### config.mk
export PLATFORM = sky130hd
export DESIGN_NAME = wr_recovery_ctrl
export DESIGN_NICKNAME = d
export VERILOG_FILES = /design/src/rtl/wr_recovery_ctrl.sv
export SDC_FILE = /design/constraint.sdc
export NUM_CORES = 1
export LEC_CHECK = 0
export CORE_AREA = 2 2 94 119
export CTS_CLUSTER_DIAMETER = 100
export CTS_CLUSTER_SIZE = 12
export DETAILED_ROUTE_END_ITERATION = 16
export DIE_AREA = 0 0 96 121
export PLACE_DENSITY = 0.47
export SYNTH_ARGS = -nofsm -noshare
export SYNTH_HDL_FRONTEND = slang
export SYNTH_SLANG_ARGS = --single-unit
### constraint.sdc
create_clock -name clk_i -period 5.2 [get_ports clk_i]
set_input_delay 1.56 -clock clk_i [delete_from_list [all_inputs] [get_ports clk_i]]
set_output_delay 1.56 -clock clk_i [all_outputs]
set_load 0.02 [all_outputs]
### src/rtl/wr_recovery_ctrl.sv
// Recovery sequencer for the AXI write monitor: isolates, drains and
// resets the slave, then flushes the transaction tables and waits for SW.
module wr_recovery_ctrl #(
    parameter int unsigned MaxWrTxns   = 8,
    parameter int unsigned DrainCycles = 1024,
    parameter int unsigned RstCycles   = 16
) (
    input  logic       clk_i,
    input  logic       rst_ni,
    input  logic       reset_req_i,
    input  logic       irq_clear_i,
    input  logic       aw_valid_i,
    input  logic       aw_ready_i,
    input  logic [7:0] aw_len_i,
    input  logic       w_valid_i,
    input  logic       w_ready_i,
    input  logic       b_valid_i,
    input  logic       b_ready_i,
    output logic       gate_aw_o,
    output logic       gate_w_o,
    output logic       slv_rst_no,
    output logic       txn_clear_o,
    output logic       drain_timeout_o,
    output logic       busy_o,
    output logic [2:0] state_o
);

    localparam int unsigned OutW  = $clog2(MaxWrTxns + 1);
    localparam int unsigned OwedW = $clog2(MaxWrTxns * 256 + 1);
    localparam int unsigned TmrW  = $clog2(DrainCycles + 1);
    localparam int unsigned RcW   = $clog2(RstCycles + 1);

    localparam logic [OutW-1:0] OutMax  = OutW'(MaxWrTxns);
    localparam logic [TmrW-1:0] TmrLoad = TmrW'(DrainCycles);
    localparam logic [RcW-1:0]  RcLast  = RcW'(RstCycles - 1);

    typedef enum logic [2:0] {
        ST_IDLE    = 3'd0,
        ST_ISOLATE = 3'd1,
        ST_DRAIN   = 3'd2,
        ST_RESET   = 3'd3,
        ST_CLEAR   = 3'd4,
        ST_WAIT_SW = 3'd5
    } state_e;

    state_e state_q;
    state_e state_d;

    logic aw_hs;
    logic w_hs;
    logic b_hs;
    logic count_en;

    logic [OutW-1:0]  out_cnt;
    logic [OutW-1:0]  out_nxt;
    logic [OwedW-1:0] beats_owed;
    logic [OwedW-1:0] owed_nxt;
    logic [OwedW:0]   owed_add;
    logic [OwedW:0]   owed_sum;

    logic [TmrW-1:0] tmr_q;
    logic            tmr_last;
    logic            tmr_load;
    logic [RcW-1:0]  rcnt_q;
    logic            rst_last;

    logic timeout_q;
    logic set_timeout;
    logic clr_timeout;

    assign aw_hs    = aw_valid_i & aw_ready_i;
    assign w_hs     = w_valid_i & w_ready_i;
    assign b_hs     = b_valid_i & b_ready_i;
    assign count_en = (state_q != ST_RESET);

    // The timer is "reaching zero" in the cycle it holds one.
    assign tmr_last = (tmr_q <= TmrW'(1));
    assign rst_last = (rcnt_q == RcLast);

    // Outstanding-transaction count, saturating at both ends.
    always_comb begin
        out_nxt = out_cnt;
        if (count_en) begin
            if (aw_hs && !b_hs && out_cnt != OutMax) begin
                out_nxt = out_cnt + 1'b1;
            end else if (!aw_hs && b_hs && out_cnt != '0) begin
                out_nxt = out_cnt - 1'b1;
            end
        end
    end

    // Owed W beats: add the burst length, retire one per W beat.
    always_comb begin
        owed_add = '0;
        owed_sum = {1'b0, beats_owed};
        owed_nxt = beats_owed;
        if (count_en) begin
            if (aw_hs) begin
                owed_add = (OwedW+1)'(aw_len_i) + 1'b1;
            end
            owed_sum = {1'b0, beats_owed} + owed_add;
            if (w_hs && owed_sum != '0) begin
                owed_sum = owed_sum - 1'b1;
            end
            if (owed_sum[OwedW]) begin
                owed_nxt = '1;
            end else begin
                owed_nxt = owed_sum[OwedW-1:0];
            end
        end
    end

    // Counter registers; cleared on the final slave-reset cycle.
    always_ff @(posedge clk_i) begin
        if (!rst_ni) begin
            out_cnt    <= '0;
            beats_owed <= '0;
        end else if (state_q == ST_RESET && rst_last) begin
            out_cnt    <= '0;
            beats_owed <= '0;
        end else begin
            out_cnt    <= out_nxt;
            beats_owed <= owed_nxt;
        end
    end

    // State register.
    always_ff @(posedge clk_i) begin
        if (!rst_ni) begin
            state_q <= ST_IDLE;
        end else begin
            state_q <= state_d;
        end
    end

    // Next-state logic; a clean drain takes priority over expiry.
    always_comb begin
        state_d     = state_q;
        set_timeout = 1'b0;
        clr_timeout = 1'b0;
        case (state_q)
            ST_IDLE: begin
                if (reset_req_i) begin
                    state_d = ST_ISOLATE;
                end
            end
            ST_ISOLATE: begin
                if (owed_nxt == '0) begin
                    state_d = ST_DRAIN;
                end else if (tmr_last) begin
                    state_d     = ST_RESET;
                    set_timeout = 1'b1;
                end
            end
            ST_DRAIN: begin
                if (out_nxt == '0) begin
                    state_d = ST_RESET;
                end else if (tmr_last) begin
                    state_d     = ST_RESET;
                    set_timeout = 1'b1;
                end
            end
            ST_RESET: begin
                if (rst_last) begin
                    state_d = ST_CLEAR;
                end
            end
            ST_CLEAR: begin
                state_d = ST_WAIT_SW;
            end
            ST_WAIT_SW: begin
                if (irq_clear_i && !reset_req_i) begin
                    state_d     = ST_IDLE;
                    clr_timeout = 1'b1;
                end
            end
            default: begin
                state_d = ST_IDLE;
            end
        endcase
    end

    assign tmr_load = ((state_d == ST_ISOLATE) && (state_q != ST_ISOLATE)) ||
                      ((state_d == ST_DRAIN) && (state_q != ST_DRAIN));

    // Drain timer: reloads on entry to ISOLATE or DRAIN, counts down there.
    always_ff @(posedge clk_i) begin
        if (!rst_ni) begin
            tmr_q <= '0;
        end else if (tmr_load) begin
            tmr_q <= TmrLoad;
        end else if ((state_q == ST_ISOLATE || state_q == ST_DRAIN) &&
                     tmr_q != '0) begin
            tmr_q <= tmr_q - 1'b1;
        end
    end

    // Slave-reset length counter, idle at zero outside RESET.
    always_ff @(posedge clk_i) begin
        if (!rst_ni) begin
            rcnt_q <= '0;
        end else if (state_q == ST_RESET && !rst_last) begin
            rcnt_q <= rcnt_q + 1'b1;
        end else begin
            rcnt_q <= '0;
        end
    end

    // Sticky timeout flag, held until software releases the block.
    always_ff @(posedge clk_i) begin
        if (!rst_ni) begin
            timeout_q <= 1'b0;
        end else if (set_timeout) begin
            timeout_q <= 1'b1;
        end else if (clr_timeout) begin
            timeout_q <= 1'b0;
        end
    end

    // Moore output decode from the registered state.
    always_comb begin
        gate_aw_o   = 1'b0;
        gate_w_o    = 1'b0;
        slv_rst_no  = 1'b1;
        txn_clear_o = 1'b0;
        case (state_q)
            ST_ISOLATE: begin
                gate_aw_o = 1'b1;
            end
            ST_DRAIN, ST_WAIT_SW: begin
                gate_aw_o = 1'b1;
                gate_w_o  = 1'b1;
            end
            ST_RESET: begin
                gate_aw_o  = 1'b1;
                gate_w_o   = 1'b1;
                slv_rst_no = 1'b0;
            end
            ST_CLEAR: begin
                gate_aw_o   = 1'b1;
                gate_w_o    = 1'b1;
                txn_clear_o = 1'b1;
            end
            default: begin
                gate_aw_o = 1'b0;
            end
        endcase
    end

    assign busy_o          = (state_q != ST_IDLE);
    assign state_o         = state_q;
    assign drain_timeout_o = timeout_q;

endmodule

==> results of run 1 <==
## kinds of logic after synthesis
kind of cell	Yosys count	share of synthesized area
adders and majority gates	19	0.0795
muxes	6	0.0199
AOI/OAI and AO/OA	96	0.245
DFF	36	0.234
xor gates and xnor gates	30	0.0876
buffers and inverters	31	0.0406
and+or+nand+nor	172	0.294
## critical path, stage by stage
cell       delay (ns)
buf_8            0.10
ha_4             0.26
nand3_2          0.09
inv_1            0.10
ha_4             0.20
a211oi_2         0.30
o211ai_1         0.14
buf_4            0.17
a2111o_1         0.44
o2111ai_4        0.12
nor4b_4          0.08
buf_4            0.16
buf_6            0.11
o2111a_1         0.13
a2111oi_2        0.35
mux2i_1          0.16
or4b_4           0.55
nor4_4           0.35
buf_6            0.19
o21a_1           0.12
## through the flow
stage               instance area (µm²)  setup slack [ns]  power [W]  setup TNS [ns]  utilization
finish                             4820            -0.279    0.00232           -2.86        0.461
global route                       4820            -0.477    0.00250           -5.39        0.461
CTS                                4610            -0.146    0.00223           -1.40        0.441
detailed placement                 4120            -0.953    0.00174          -14.98        0.394
global placement                   4120            -0.955    0.00173          -14.65        0.394
floorplan                          3130            -0.118    0.00119           -1.12            -
## how the worst max path moves through the flow
stage | from | to | slack [ns] | depth (start not counted)
after global routing | aw_len_i[0] | tmr_q[10] | -0.48 | 21
after detailed placement | aw_valid_i | tmr_q[10] | -0.95 | 19
after floorplan | aw_len_i[0] | tmr_q[1] | -0.12 | 17
after global placement | aw_valid_i | tmr_q[10] | -0.96 | 20
final | aw_len_i[0] | tmr_q[10] | -0.28 | 20
after CTS | aw_len_i[0] | tmr_q[10] | -0.15 | 21
## state kept, by name, indices dropped and copies added, names as in the netlist
name and cells:
state_o 3, rcnt_q 5, drain_timeout_o 1, beats_owed 12
tmr_q 11, out_cnt 4
## timing repair
item / 4_1_cts / 5_1_grt
gates cloned: 1 / 0
buffers inserted: 20 / 9
gates resized for setup: 83 / 33
pin swaps: 39 / 21
endpoints found under the setup margin: 19 / 15
hold endpoints to repair: 0 / 0
## area by class of cell
| cell class | instances | area [µm²] |
|---|---|---|
| sequential | 36 | 721 |
| tap | 132 | 165 |
| fill | 1022 | 5640 |
| multi-input combinational | 323 | 2610 |
| clock buffer | 6 | 129 |
| inverter | 20 | 75.1 |
| clock inverter | 1 | 5.00 |
| timing repair buffer | 136 | 1110 |
## power groups by stage
stage	clock network [W]	registers, W	logic (W)
floorplan	0	0.000397	0.000797
global placement	0	0.000429	0.00130
detailed placement	0	0.000431	0.00131
CTS	0.000287	0.000428	0.00151
global route	0.000299	0.000437	0.00177
finish	0.000279	0.000429	0.00162
## synthesized netlist by cell type (all sizes together) (8+ instances only)
library cell	n	area share
clkbuf	9	0.011
dfxtp	36	0.23
o21ai	11	0.018
nor3	9	0.015
nand2	24	0.029
ha	18	0.073
xnor2	19	0.054
a31oi	8	0.016
xor2	11	0.034
nand3	24	0.039
nor2	60	0.081
a21oi	13	0.021
inv	20	0.024
a211oi	8	0.021
## metal layers
metal  vias to the layer above  GRT usage
met3                        18     0.0205
met2                        46      0.307
li1                       1719          -
met5                         -          0
met1                      1572      0.211
met4                         0     0.0589
==> qor.yml, run 1 <==
p_sw_w: 0.000963
maxCapViolations: 0
hp-class: "register to register"
antenna_found_initial: 0
clock_skew_ns: 0.00391
fin_nets: 559
critical_path.max_fanout: 6
setup_slack_ns: -0.279
worstHoldPathCells: 1
grt_max_degree: 18
synth.distinct_cells: 71
ant_nets: 0
num_vias: 3355
end_kind: "register"
dr.pass1.iters: 4
dieArea_um2: 11600
dp_cells: 618
avgSynthCellArea_um2: 7.91
crit_type: "input port to register"
cts_made_buffers: 5
seq_area_frac_synth: 0.234
wl_per_cell_um: 14.8
cts_root_buf: "clkbuf_16"
wl_met2_um: 5050
syn_inst: 390
core-area_um2: 10500
first_iter_violations: 180
wl_met1_um: 4140
violations: "negative setup slack"
synthArstFlopShare: 0
post-route-period-util: 1.05
final_common_cell: "buf_4"
viasPerCell: 5.13
n_antenna_cell: 0
layout-drive-gt1-share: 0.379
drc: 0
top_layer_used: "met4"
internal_power_w: 0.00136
setup_viol: 14
hold_start: "rcnt_q[0]"
yosysWarnings: 0
clk_latency_ns: 0.28
fin_cells: 654
ir_worst_vdd_mv: 0.251
port_buffers: 26
grt_setup_unrepaired: "true"
cp.arrival_ns: 5.70
cts.sinks: 36
reg2reg_depth: 16
cp.required_ns: 5.42
cts.clk_slew.worst_paths_ns: 0.05
area_growth_pct: 56.1
grt_pass1_vias: 3325
power.clock.fraction: 0.120
ios: 27
hpwl_um: 7260
hold_end: "rcnt_q[0]"
startpoint_type: "input port"
rrSetupSlack_ns: 1.10
switching_share: 0.414
start_util: 0.295
powerDensity_nw_per_um2: 483
synth.net_count: 427
wl_met3_um: 205
die_w_um: 96
seq_power_share: 0.185
rr_endpoint: "tmr_q[10]"
status: "complete, but fails checks"
p_leak_nw: 1.97
num_rows: 42
tightest_slew_ns: 0.550
cts_tree: "done"
drt-total-wl_um: 9660
cts.htree.levels: 2
hold_violations: 0
worst_hold_slack_ns: 0.448
clk_path_buf_depth: 2
gp_congestion: 0.878
max-slew-margin-rel: 0.633
period_needed_ns: 5.48
grt-ovfl-total: 0
cts-hold-fix-buffers: 0
synth_edf_count: 0
pwr-share-comb: 0.696
dominantRegCellSynth: "dfxtp_1"
ys_ff_latch: 36
drv_slew: 0
reg2reg_from: "beats_owed[0]"
dieHeight_um: 121
synth_area_um2: 3080
final_cell_mix: "buf_4 (98), nor2_1 (46), dfxtp_1 (36)"
grt_pass1_wl_um: 16000
grt_use_total: 0.173
max_clock_freq_mhz: 183
(Power assumes the default switching activity.)
==> run 2, diff against run 1 <==
PLACE_DENSITY = 0.45   (was 0.47)
REMOVE_ABC_BUFFERS = 1   (was default)
clock period = 5.84 ns   (was 5.2 ns; I/O delays follow)
==> run 2 against run 1 <==
Against the previous run: the run now ends clean; largest power group unchanged; register-to-register slack better by 0.52 ns; worst hold slack worse by 0.0051 ns; largest cell class unchanged; global-route usage down 1.2 points; flip-flop and latch count unchanged; sequential power down 12%; power down 17%; cell area down 6.5%; die area unchanged.
==> qor.yml, run 2 (synthesized netlist as in run 1, its figures left out) <==
powerDensity_nw_per_um2: 430
wl_per_cell_um: 14.5
drv_slew: 0
final_cell_mix: "buf_4 (88), nor2_1 (48), dfxtp_1 (36)"
final_area_um2: 4500
grt_pass1_wl_um: 15000
num-fill-cells: 1079
setup_viol: 0
cts.clk_slew.worst_paths_ns: 0.06
ios: 27
startpoint_type: "input port"
clk_latency_ns: 0.29
cp.required_ns: 6.07
layout-drive-gt1-share: 0.317
viasPerCell: 5.06
p_leak_nw: 1.87
regArea_um2: 721
tightest_slew_ns: 0.700
ant_nets: 0
start_util: 0.295
status: "finished, final reports clean"
maxCapViolations: 0
gp_congestion: 0.822
grt_max_degree: 18
clk_path_buf_depth: 2
core-area_um2: 10500
post-route-period-util: 0.992
cp.arrival_ns: 6.02
clock_skew_ns: 0.00808
crit_type: "input port to register"
drc: 0
end_kind: "register"
grt_setup_unrepaired: "true"
place_area_um2: 4040
final_common_cell: "buf_4"
grt_pass1_vias: 3223
pre_cts_ws_ns: -0.589
drt-total-wl_um: 9240
max_clock_freq_mhz: 173
hold_violations: 0
cts_tree: "done"
cts.sinks: 36
dr.pass1.iters: 4
n_antenna_cell: 0
max-slew-margin-rel: 0.533
critical_path.max_fanout: 6
port_buffers: 26
hp-class: "register to register"
die_w_um: 96
largest_reg_flops: 12
dieArea_um2: 11600
cts_made_buffers: 5
grt_use_total: 0.161
hpwl_um: 7280
multi_input_area_um2: 2420
grt-ovfl-total: 0
area_growth_pct: 46.0
antenna_found_initial: 0
first_iter_violations: 160
dieHeight_um: 121
cts-hold-fix-buffers: 0
regMostFlops: "beats_owed"
reg_top3: "beats_owed: 12 flops, tmr_q: 11 flops, rcnt_q: 5 flops"
fin_nets: 541
num_rows: 42
cts.htree.levels: 2
ir_worst_vdd_mv: 0.172
num_vias: 3224
cts_root_buf: "clkbuf_16"
period_needed_ns: 5.79
setup_slack_ns: 0.0464
==> run 2: changes by cell type in the layout (fill, tap and decap cells not counted), sizes merged <==
cell          previous run  this run
buf                    118        94
dlymetal6s2s             0         4
clkbuf                   6         8
clkinvlp                 0         2
clkinv                   1         0
==> run 2: report_power, final <==
group          switching, W  leakage (nW)  internal [W]
logic              0.000625          1.51      0.000653
clock network      0.000110        0.0691      0.000170
registers         0.0000747         0.294      0.000304
total              0.000810          1.87       0.00113
==> run 2: worst max-delay path, stage by stage <==
cell	delay [ns]
buf_8	0.10
ha_4	0.16
buf_6	0.11
xnor2_2	0.13
nor2_1	0.06
ha_2	0.33
o211ai_1	0.13
o211ai_1	0.42
a2111o_1	0.26
o2111ai_4	0.15
nor4b_4	0.43
a41oi_4	0.21
a2111oi_2	0.35
mux2i_1	0.17
or4b_4	0.55
nor4_4	0.38
buf_6	0.19
o21a_1	0.11
==> run 2: layer usage <==
layer  wire [µm]  GRT usage  vias to the layer above
li1            -          -                     1668
met1        4150      0.197                     1492
met2        4660      0.287                       45
met3         212     0.0130                       19
met4         213     0.0607                        0
met5           0          0                        -
==> run 2: cell type report <==
| class | instances | area share |
|---|---|---|
| Multi-Input combinational cell | 323 | 0.537 |
| Inverter | 20 | 0.0167 |
| Clock inverter | 2 | 0.00333 |
| Timing Repair Buffer | 118 | 0.216 |
| Tap cell | 132 | 0.0367 |
| Clock buffer | 6 | 0.0308 |
| Sequential cell | 36 | 0.160 |
==> run 2: worst paths after layout <==
| path | from | slack (ns) | cells after the start | to |
|---|---|---|---|---|
| setup / recovery | aw_len_i[0] | 0.05 | 18 | tmr_q[10] |
| hold / removal | rcnt_q[0] | 0.44 | 1 | rcnt_q[0] |
| setup reg to reg | beats_owed[0] | 1.62 | 15 | tmr_q[10] |
| hold reg to reg | rcnt_q[0] | 0.44 | 1 | rcnt_q[0] |
==> run 2: stage by stage <==
| step | setup TNS (ns) | power (W) | cells | hold WS (ns) | utilization |
|---|---|---|---|---|---|
| 3_3_place_gp | -6.68 | 0.00150 | 614 | 0.432 | 0.386 |
| 3_5_place_dp | -7.44 | 0.00150 | 614 | 0.440 | 0.386 |
| 6_report | 0 | 0.00194 | 637 | 0.442 | 0.431 |
| 4_1_cts | 0 | 0.00190 | 631 | 0.449 | 0.419 |
| 5_1_grt | -1.55 | 0.00208 | 637 | 0.465 | 0.431 |
| 2_1_floorplan | -5.07 | 0.00104 | 379 | 0.418 | - |
==> run 2: repair_timing <==
item,in CTS,in global routing
endpoints found under the setup margin,14,14
gates cloned,1,0
pin swaps,20,28
buffers inserted,9,6
resized for setup,35,34
==> run 3, diff against run 2 <==
clock period = 5.63 ns   (was 5.84 ns; I/O delays follow)
==> run 3 against run 2 <==
Against the previous run: the flow now finishes with violations (negative setup slack); flip-flop and latch count did not move; critical path depth increased by 1; clock-buffer cell count stayed put; worst hold slack gained 0.0066 ns; routed wire length grew 5.5%; via count grew 4.2%; clock skew is 0.0056 ns lower; largest cell class unchanged.
==> qor.yml, run 3 (synthesized netlist as in run 1, its figures left out) <==
wl_met2_um: 5000
final_common_cell: "buf_4"
grt_use_total: 0.167
die_w_um: 96
crit_slowest_cell: "or4b_4"
ios: 27
dieHeight_um: 121
hpwl_um: 7300
max_clock_freq_mhz: 176
fin_nets: 556
num_rows: 42
hold_violations: 0
grt_pass1_vias: 3273
worst_hold_slack_ns: 0.449
tightest_slew_ns: 0.711
dr.pass1.iters: 4
final_cell_mix: "buf_4 (100), nor2_1 (48), dfxtp_1 (36)"
utilization: 0.446
core-area_um2: 10500
worstHoldPathCells: 1
finalPower_w: 0.00209
regMostFlops: "beats_owed"
wl_per_cell_um: 15.0
clk_latency_ns: 0.28
clock_skew_ns: 0.00252
gp_congestion: 0.823
hold_start: "rcnt_q[0]"
start_util: 0.295
violations: "negative setup slack"
setup_viol: 12
reg2reg_depth: 16
powerDensity_nw_per_um2: 448
cts_root_buf: "clkbuf_16"
dp_cells: 614
viasPerCell: 5.16
grt_pass1_wl_um: 15500
critical_path.max_fanout: 6
drv_slew: 0
maxCapViolations: 0
clk_path_buf_depth: 2
final_area_um2: 4660
max-slew-margin-rel: 0.526
cts.htree.levels: 2
grt_setup_unrepaired: "true"
drc: 0
first_iter_violations: 152
end_kind: "register"
wl_met3_um: 258
reg_top3: "beats_owed: 12 flops, tmr_q: 11 flops, rcnt_q: 5 flops"
path_cells: "dlygate4sd2_1 -> nand2_2 -> nor2_4 -> ha_2 -> buf_4 -> buf_4 -> buf_4 -> a211oi_2 -> o21ai_1 -> xnor2_2 -> o221ai_4 -> nor4b_4 -> a41oi_4 -> a2111oi_2 -> mux2i_1 -> or4b_4 -> nor4_4 -> buf_6 -> o21a_1"
cts_made_buffers: 5
hold_end: "rcnt_q[0]"
post-route-period-util: 1.01
cpPeakStageDelay_ns: 0.55
reg2reg_from: "beats_owed[0]"
p_leak_nw: 1.95
num_vias: 3361
period_needed_ns: 5.70
cts.sinks: 36
drt-total-wl_um: 9740
dieArea_um2: 11600
cp.arrival_ns: 5.92
grt-ovfl-total: 0
grt_max_degree: 18
crit_top_cell: "buf_4"
rrSetupSlack_ns: 1.40
cp.required_ns: 5.85
cts.clk_slew.worst_paths_ns: 0.05
ant_nets: 0
layout-drive-gt1-share: 0.356
cts_tree: "done"
rr_endpoint: "tmr_q[10]"
antenna_found_initial: 0
place_area_um2: 4040
hp-class: "register to register"
area_growth_pct: 51.1
largest_reg_flops: 12
fin_cells: 651
n_antenna_cell: 0
wl_met1_um: 4260
ir_worst_vdd_mv: 0.219
num-fill-cells: 1053
status: "complete, but fails checks"
top_layer_used: "met4"
startpoint_type: "input port"
crit_type: "input port to register"
setup_slack_ns: -0.0652
port_buffers: 26
cts-hold-fix-buffers: 0
[run 3: cell types whose count changed in the layout (fill, tap and decap cells not counted), moves of 2 or more]
cell            change
dlygate4sd2_1       +2
dlymetal6s2s_1      -3
buf_6               +4
o31ai_1             -2
buf_4              +12
o31ai_2             +2
clkinvlp_4          -2
[run 3: power breakdown]
group,switching (W),internal (W),leakage (nW)
clock,0.000101,0.000161,0.0667
sequential,0.0000784,0.000316,0.294
combinational,0.000687,0.000744,1.59
total,0.000867,0.00122,1.95
[run 3: critical path: cells and delay by family]
| kind | cells | cell delay, ns |
|---|---|---|
| multiplexers | 1 | 0.17 |
| AO/OA/AOI/OAI | 6 | 1.30 |
| adder cells (fa/ha/maj) | 1 | 0.17 |
| XOR/XNOR | 1 | 0.27 |
| buffers and inverters | 5 | 0.81 |
| AND/OR/NAND/NOR | 5 | 1.52 |
[run 3: layout make-up]
class                           count  area (µm²)  area share
Clock buffer                        6         129      0.0277
Inverter                           20        75.1      0.0161
Sequential cell                    36         721       0.155
Timing Repair Buffer              133        1080       0.231
Tap cell                          132         165      0.0354
Clock inverter                      1        5.00     0.00107
Multi-Input combinational cell    323        2490       0.534
[run 3: worst max path at each step]
stage | from | endpoint | slack [ns] | depth (start not counted)
6_report | aw_ready_i | tmr_q[10] | -0.07 | 19
5_1_grt | aw_ready_i | tmr_q[10] | -0.27 | 19
4_1_cts | aw_ready_i | tmr_q[1] | 0.02 | 19
3_5_place_dp | aw_len_i[0] | tmr_q[10] | -0.74 | 18
3_3_place_gp | aw_len_i[0] | tmr_q[10] | -0.66 | 18
2_1_floorplan | aw_len_i[0] | tmr_q[10] | -0.68 | 16
[run 3: per-stage QoR]
stage | setup TNS (ns) | setup slack, ns
finish | -0.542 | -0.0652
global route | -3.21 | -0.269
CTS | 0 | 0.0224
detailed placement | -9.92 | -0.744
global placement | -8.80 | -0.662
floorplan | -6.68 | -0.682
[run 3: timing repair]
item                       CTS  global route
pin swaps                   32            33
resized for setup           50            36
setup endpoints to repair   14            14
hold endpoints to repair     0             0
buffers inserted            16            14
cloned                       1             0
[run 3: per-layer routing]
layer  vias up  GRT usage
met5         -          0
met4         0     0.0438
met1      1592      0.206
met3        21     0.0124
met2        50      0.307
li1       1698          -
